### src/rtl/nearest_hit_select.sv
`default_nettype none
// ============================================================================
// Module      : nearest_hit_select
// Description : Per-ray nearest-hit reduction. Consumes a stream of
//               (t, hit, triangle id) beats from the divider, keeps the
//               smallest t that passed the hit test and lies strictly above
//               T_MIN, and presents one result per ray (closed by last_in).
//               The result is held until the downstream accepts it.
// Revision    : 1.0 - initial release
// ----------------------------------------------------------------------------
// Ports
//   clock      : sole clock, rising edge
//   reset      : asynchronous, active-high
//   valid_in   : input beat valid (divider quotient valid)
//   in_ready   : high while accumulating; beat taken on valid_in && in_ready
//   t_in       : signed hit distance of the beat
//   hit_in     : geometric hit test passed for this beat
//   tri_id_in  : triangle index of the beat
//   last_in    : final triangle of the current ray
//   valid_out  : per-ray result valid
//   out_ready  : downstream takes the result on valid_out && out_ready
//   hit_found  : at least one qualifying candidate seen
//   t_out      : nearest qualifying t (max positive if none)
//   tri_id_out : index of the nearest triangle (0 if none)
//   beat_count : beats accepted for this ray, saturating at all-ones
// ============================================================================
module nearest_hit_select #(
    parameter int DATA_WIDTH     = 32,
    parameter int QUANTIZED_BITS = 10,
    parameter int ID_WIDTH       = 16,
    parameter int T_MIN          = 1
) (
    input  logic                         clock,
    input  logic                         reset,
    input  logic                         valid_in,
    output logic                         in_ready,
    input  logic signed [DATA_WIDTH-1:0] t_in,
    input  logic                         hit_in,
    input  logic [ID_WIDTH-1:0]          tri_id_in,
    input  logic                         last_in,
    output logic                         valid_out,
    input  logic                         out_ready,
    output logic                         hit_found,
    output logic signed [DATA_WIDTH-1:0] t_out,
    output logic [ID_WIDTH-1:0]          tri_id_out,
    output logic [ID_WIDTH-1:0]          beat_count
);

    // Fractional bits only document the fixed-point format; the compare works
    // on raw values, so the only thing to guard is a nonsensical format.
    if (QUANTIZED_BITS < 0 || QUANTIZED_BITS >= DATA_WIDTH) begin : g_frac_check
        $error("nearest_hit_select: QUANTIZED_BITS must be in [0, DATA_WIDTH-1]");
    end

    localparam logic signed [DATA_WIDTH-1:0] c_t_min   = DATA_WIDTH'(T_MIN);
    // "No hit" sentinel: largest positive value, so any real candidate wins.
    localparam logic signed [DATA_WIDTH-1:0] c_t_empty = {1'b0, {(DATA_WIDTH-1){1'b1}}};
    localparam logic [ID_WIDTH-1:0]          c_cnt_max = {ID_WIDTH{1'b1}};

    typedef enum logic [0:0] {
        ST_ACCUM = 1'b0,
        ST_HOLD  = 1'b1
    } state_t;

    state_t                         r_state;
    state_t                         w_state_next;
    logic                           r_hit_found;
    logic                           w_hit_found_next;
    logic signed [DATA_WIDTH-1:0]   r_best_t;
    logic signed [DATA_WIDTH-1:0]   w_best_t_next;
    logic [ID_WIDTH-1:0]            r_best_id;
    logic [ID_WIDTH-1:0]            w_best_id_next;
    logic [ID_WIDTH-1:0]            r_beat_count;
    logic [ID_WIDTH-1:0]            w_beat_count_next;

    logic                           w_qualify;
    logic                           w_better;

    // Strict compares on both sides: t must clear T_MIN, and an equal t does
    // not displace the earlier triangle.
    assign w_qualify = hit_in && (t_in > c_t_min);
    assign w_better  = w_qualify && (!r_hit_found || (t_in < r_best_t));

    always_ff @(posedge clock or posedge reset) begin
        if (reset) begin
            r_state      <= ST_ACCUM;
            r_hit_found  <= 1'b0;
            r_best_t     <= c_t_empty;
            r_best_id    <= '0;
            r_beat_count <= '0;
        end else begin
            r_state      <= w_state_next;
            r_hit_found  <= w_hit_found_next;
            r_best_t     <= w_best_t_next;
            r_best_id    <= w_best_id_next;
            r_beat_count <= w_beat_count_next;
        end
    end

    always_comb begin
        w_state_next      = r_state;
        w_hit_found_next  = r_hit_found;
        w_best_t_next     = r_best_t;
        w_best_id_next    = r_best_id;
        w_beat_count_next = r_beat_count;

        case (r_state)
            ST_ACCUM: begin
                if (valid_in) begin
                    if (r_beat_count != c_cnt_max) begin
                        w_beat_count_next = r_beat_count + ID_WIDTH'(1);
                    end
                    if (w_better) begin
                        w_hit_found_next = 1'b1;
                        w_best_t_next    = t_in;
                        w_best_id_next   = tri_id_in;
                    end
                    // The last beat is folded in on the same edge that
                    // closes the ray.
                    if (last_in) begin
                        w_state_next = ST_HOLD;
                    end
                end
            end
            ST_HOLD: begin
                if (out_ready) begin
                    w_state_next      = ST_ACCUM;
                    w_hit_found_next  = 1'b0;
                    w_best_t_next     = c_t_empty;
                    w_best_id_next    = '0;
                    w_beat_count_next = '0;
                end
            end
            default: begin
                w_state_next = ST_ACCUM;
            end
        endcase
    end

    assign in_ready   = (r_state == ST_ACCUM);
    assign valid_out  = (r_state == ST_HOLD);
    assign hit_found  = r_hit_found;
    assign t_out      = r_best_t;
    assign tri_id_out = r_best_id;
    assign beat_count = r_beat_count;

endmodule
`default_nettype wire

### config.mk
export PLATFORM = sky130hd
export DESIGN_NAME = nearest_hit_select
export DESIGN_NICKNAME = d
export VERILOG_FILES = /design/src/rtl/nearest_hit_select.sv
export SDC_FILE = /design/constraint.sdc
export NUM_CORES = 1
export LEC_CHECK = 0
export CAP_MARGIN = 20
export CORE_MARGIN = 1.5
export CORE_UTILIZATION = 48
export CTS_BUF_LIST = sky130_fd_sc_hd__clkbuf_8
export CTS_CLUSTER_DIAMETER = 60
export DETAILED_ROUTE_END_ITERATION = 8
export GPL_TIMING_DRIVEN = 0
export PLACE_DENSITY = 0.82
export RECOVER_POWER = 100
export SKIP_LAST_GASP = 1
export SYNTH_ARGS = -nofsm -noshare
export SYNTH_HDL_FRONTEND = slang
export SYNTH_SLANG_ARGS = --single-unit
### constraint.sdc
create_clock -name clock -period 3.5 [get_ports clock]
set_clock_uncertainty 0.2 [all_clocks]
set_input_delay 0.525 -clock clock [delete_from_list [all_inputs] [get_ports clock]]
set_output_delay 0.525 -clock clock [all_outputs]
set_load 0.02 [all_outputs]
## Word-level counts from Yosys, hierarchy flattened

Cells that the tools add are included.

- Add/sub/neg operators: 1
- Eq/ne operators: 5
- Bitwise operators: 1
- Reduce and logical (&&, ||, !) cells: 6
- Order comparisons: 2
- Mux-type cells: 19

Operators with widths:

| operator | number |
|---|---|
| two-way mux 32 bit | 3 |
| two-way mux 16 bit | 5 |
| case mux 16 bit (2 select lines) | 2 |
| case mux 32 bit (2 select lines) | 1 |
| greater-than comparator 32 x 2 -> 1 bit (second input constant) | 1 |
| less-than comparator 32 bit | 1 |
| adder 16 x 1 -> 16 bit (second input constant) | 1 |
| inequality test 16 bit (second input constant) | 1 |
| two-way mux 1 bit | 6 |
| AND reduction 3 bit | 2 |
| inequality test 2 x 1 -> 1 bit (second input constant) | 2 |
| inequality test 2 bit (second input constant) | 2 |
| case mux 1 bit (2 select lines) | 2 |
| logical AND 1 bit | 2 |
| zero test 1 bit | 1 |
| logical OR 1 bit | 1 |
| inverter 1 bit | 1 |

- Input bits: 54
- Flip-flop bits (word level): 66
- Word-level logic and storage cells: 39
- Output and inout bits: 67

## Logic depth before layout (Yosys ltp)

- Word-level depth: 6
- Mapped depth: 10
- Mapped depth without buffers: 8

## Worst setup path before layout

OpenSTA, ideal clock, no wires.

- Path type: register to register
- Start point: register r_best_t[27] (netlist: t_out[27])
- End point: register r_best_t[28] (netlist: t_out[28])
- Path buffers: 2
- Period minus slack after synthesis: 2.846 ns
- Required time: 3.218 ns
- Data arrival time: 2.563 ns
- Cell stages (with the launch flop): 11
- Library setup time: 0.082 ns
- Path slack: 0.654 ns
- Path through: dfstp_2 -> inv_1 -> ha_1 -> nand4_1 -> or4_1 -> nor2_1 -> o2bb2ai_1 -> o311a_4 -> buf_8 -> buf_12 -> mux2_4

- Longest elaborated chain between the ends: 5

RTL lines:

| item | RTL line | source |
|---|---|---|
| start: declaration | 69 | `logic signed [DATA_WIDTH-1:0] r_best_t;` |
| start signal: assignment | 88 | `r_best_t <= c_t_empty;` |
| start signal: assignment | 94 | `r_best_t <= w_best_t_next;` |
| less-than comparator 32 bit | 82 | `assign w_better = w_qualify && (!r_hit_found \|\| (t_in < r_best_t));` |
| logical OR 1 bit | 82 |  |
| logical AND 1 bit | 82 |  |
| inequality test 2 x 1 -> 1 bit (no source line) | - |  |
| AND reduction 3 bit (no source line) | - |  |

No other way between the ends.
A chain may end at the register's enable or synchronous reset.

## Worst setup path in the final report

- Start point: input t_in[27]
- End point: register r_best_t[15] (netlist: t_out[15])

- Longest elaborated chain between the ends: 5
- Elaborated cells between the ends (all ways): 7
- Those cells by class: 2 x order compare; 1 x eq/ne; 4 x reduce/logical

RTL lines:

| item | RTL line | source |
|---|---|---|
| start: declaration | 37 | `input logic signed [DATA_WIDTH-1:0] t_in,` |
| greater-than comparator 32 x 2 -> 1 bit or less-than comparator 32 bit (tied branches) | 81, 82 |  |
| logical AND 1 bit or logical OR 1 bit (tied branches) | 81, 82 |  |
| logical AND 1 bit * | 82 |  |
| inequality test 2 x 1 -> 1 bit (no source line) * | - |  |
| AND reduction 3 bit (no source line) * | - |  |

Every way passes the cells marked *; elsewhere a longest branch is shown, timed or not.

==> flow_metrics.env <==
export IMPL_cts_resized_gates=0
export IMPL_dieHeight_um=92.60
export IMPL_syn_cell_area_um2=3854
export IMPL_synthTopCellsByArea="dfrtp_1, dfstp_2, ha_1"
export IMPL_cts_tree="built"
export IMPL_clkLatencyLatePin_ns=0.34
export IMPL_slew_headroom=0.2963
export IMPL_yosysMostFrequentCell="nand2_1"
export IMPL_tightest_slew_ns=1.056
export IMPL_cts_setup_buffers=0
export IMPL_yosysUniqueCellTypes=40
export IMPL_diodes=0
export IMPL_period_needed_ns=3.268
export IMPL_ys_seq_area_frac=0.4386
export IMPL_htreeDepth=3
export IMPL_rows=32
export IMPL_postSynthAreaPerCell_um2=9.856
export IMPL_critPathArrivalTime_ns=3.33
export IMPL_boundaryPins=121
export IMPL_critical_path_startpoint_type="input pin"
export IMPL_synth_common_cells="nand2_1, inv_1, dfrtp_1"
export IMPL_vias_per_cell=5.265
export IMPL_grt_overflow=0
export IMPL_fin_crit_sh=0.9338
export IMPL_synth_seq_cells=66
export IMPL_grt_pass1_wl_mm=16.05
export IMPL_setup_violations=0
export IMPL_place_ws_ns=-0.01855
export IMPL_dieArea_um2=8575
export IMPL_nets=609
export IMPL_hold_violations=0
export IMPL_maxCapViolations=0
export IMPL_design_core_area_um2=7767
export IMPL_rsz0062_at_grt="no"
export IMPL_ant_nets=0
export IMPL_yosys_warnings=0
export IMPL_antenna_found_initial=0
export IMPL_clkSinkCount=66
export IMPL_crit_fanout=10
export IMPL_critPathCaptureType="flip-flop"
export IMPL_ys_flop_type="dfrtp_1"
export IMPL_clkTransAtPathRegs_ns=0.07
export IMPL_drc_errors=0
export IMPL_drt_iter0_markers=69
export IMPL_grt_pass1_vias=3445
export IMPL_gp_congestion=0.8535
export IMPL_synthArstFlopShare=1.000
export IMPL_critPathKind="input pin to flip-flop"
export IMPL_post_drt_wl_per_cell_um=15.12
export IMPL_portBuffers=120
export IMPL_clockBufferDepth=2
export IMPL_first_pass_iters=4
export IMPL_num_vias=3317
export IMPL_finalWirelength_mm=9.525
export IMPL_syn2layout_area_growth_pct=38.83
export IMPL_cts_buffers=9
export IMPL_hold_buffers=0
export IMPL_hold_ws_ns=0.3043
export IMPL_drive_above_1_share=0.1515
export IMPL_status="finished, final reports clean"
export IMPL_synth_top_area_cell="dfrtp_1"
export IMPL_clockRootBuffer="clkbuf_8"
export IMPL_irDropWorstVdd_mv=0.2521
export IMPL_fmax_ghz=0.3060
export IMPL_initial_core_util=0.4961
export IMPL_grtUsageTotal=0.2386
export IMPL_die_w_um=92.60
export IMPL_synth_fp_nets=477
export IMPL_grt_max_degree=43
export IMPL_syn_inst=391
export IMPL_post_route_worst_setup_slack_ns=0.2318
export IMPL_drv_slew=0
export IMPL_dp_hpwl_mm=7.274
export IMPL_hold_path_class="flip-flop to flip-flop"
export IMPL_p_leak_uw=0.002657
export IMPL_synth_top_cell_area_share=0.2273
export IMPL_synth_edf_count=0
export IMPL_required_ns=3.56
export IMPL_power_density_nw_per_um2=500.3
==> layout make-up <==
| type | instances | area [µm²] |
|---|---|---|
| buffer | 13 | 86.33 |
| clock buffer | 11 | 151.4 |
| clock inverter | 5 | 23.77 |
| fill | 611 | 2417 |
| inverter | 52 | 195.2 |
| multi-input combinational | 260 | 1869 |
| sequential | 66 | 1690 |
| tap | 102 | 127.6 |
| timing repair buffer | 121 | 1206 |
==> path summary, 6_finish.rpt <==
| kind | from | end | slack (ns) | cells past startpoint |
|---|---|---|---|---|
| worst min register to register | beat_count[12] | beat_count[12] | 0.30 | 1 |
| worst max-delay path | t_in[27] | t_out[15] | 0.23 | 9 |
| worst min-delay path | beat_count[12] | beat_count[12] | 0.30 | 1 |
| worst max register to register | t_out[27] | t_out[15] | 0.34 | 9 |
| max in group asynchronous | reset | beat_count[5] | 0.92 | 3 |
| min in group asynchronous | reset | tri_id_out[11] | 0.62 | 2 |
==> flip-flops by register name (all words and copies together), names as in the netlist <==
signal,cells
beat_count,16
t_out,32
hit_found,1
valid_out,1
tri_id_out,16
==> metrics by stage <==
step | total power [µW] | utilization | setup TNS (ns) | cells | area (µm²)
after floorplan | 1687 | - | 0 | 391 | 3854
after global placement | 2139 | 0.6672 | -0.9831 | 613 | 5182
after detailed placement | 2186 | 0.6698 | -0.03612 | 614 | 5202
after CTS | 2772 | 0.6923 | 0 | 630 | 5378
after global routing | 2848 | 0.6888 | 0 | 630 | 5350
final | 2677 | 0.6888 | 0 | 630 | 5350
==> cells in the final DEF, fill, tap and decap left out, drive strengths merged, types with 2 or more instances in the layout <==
master / netlist / layout
dlygate4sd3: 0 / 71
nand2: 69 / 69
inv: 52 / 55
clkdlybuf4s50: 0 / 49
dfrtp: 35 / 35
ha: 32 / 32
dfstp: 31 / 31
mux2: 30 / 30
clkbuf: 8 / 22
nor2: 19 / 19
mux2i: 19 / 19
a21oi: 14 / 14
nand4: 12 / 12
xor2: 9 / 9
nor3: 7 / 7
o21ai: 7 / 7
nor4: 7 / 7
o211ai: 6 / 6
and3: 5 / 5
xnor2: 3 / 3
nand3: 3 / 3
buf: 5 / 3
a2111o: 2 / 2
nand2b: 2 / 2
==> per-layer routing <==
layer | GRT usage | vias to the layer above | part of all wire | wire length, µm
met5 | 0 | - | 0 | 0
met4 | 0.1000 | 0 | 0.027 | 257
met3 | 0.05747 | 23 | 0.055 | 526
met2 | 0.3964 | 103 | 0.49 | 4658
met1 | 0.2959 | 1607 | 0.43 | 4082
li1 | - | 1584 | - | -
==> logic make-up (layout without fill, tap and decap cells) <==
family                     after synthesis  after routing  share of synthesized area
AOI/OAI and AO/OA                       37             37                    0.06526
xor gates and xnor gates                12             12                    0.02728
adders and majority gates               32             32                     0.1039
buffers and inverters                   65            202                    0.07435
DFF                                     66             66                     0.4386
muxes                                   49             49                     0.1390
and+or+nand+nor                        130            130                     0.1516
==> report_power, final <==
group | internal, µW | leakage, µW | switching [µW]
clock | 287 | 0.0000991 | 289
combinational | 477 | 0.00176 | 562
sequential | 968 | 0.000794 | 93.0
total | 1730 | 0.00266 | 944
==> worst max-delay path, cell delays in order <==
cell and delay (ns):
clkdlybuf4s50_1 0.46, ha_1 0.36, nand4_1 0.20, or4_1 0.62, nor2_1 0.12, o2bb2ai_1 0.17
o311a_4 0.22, clkbuf_2 0.27, mux2_2 0.37
Note: power is estimated with default switching activity, not from simulation.
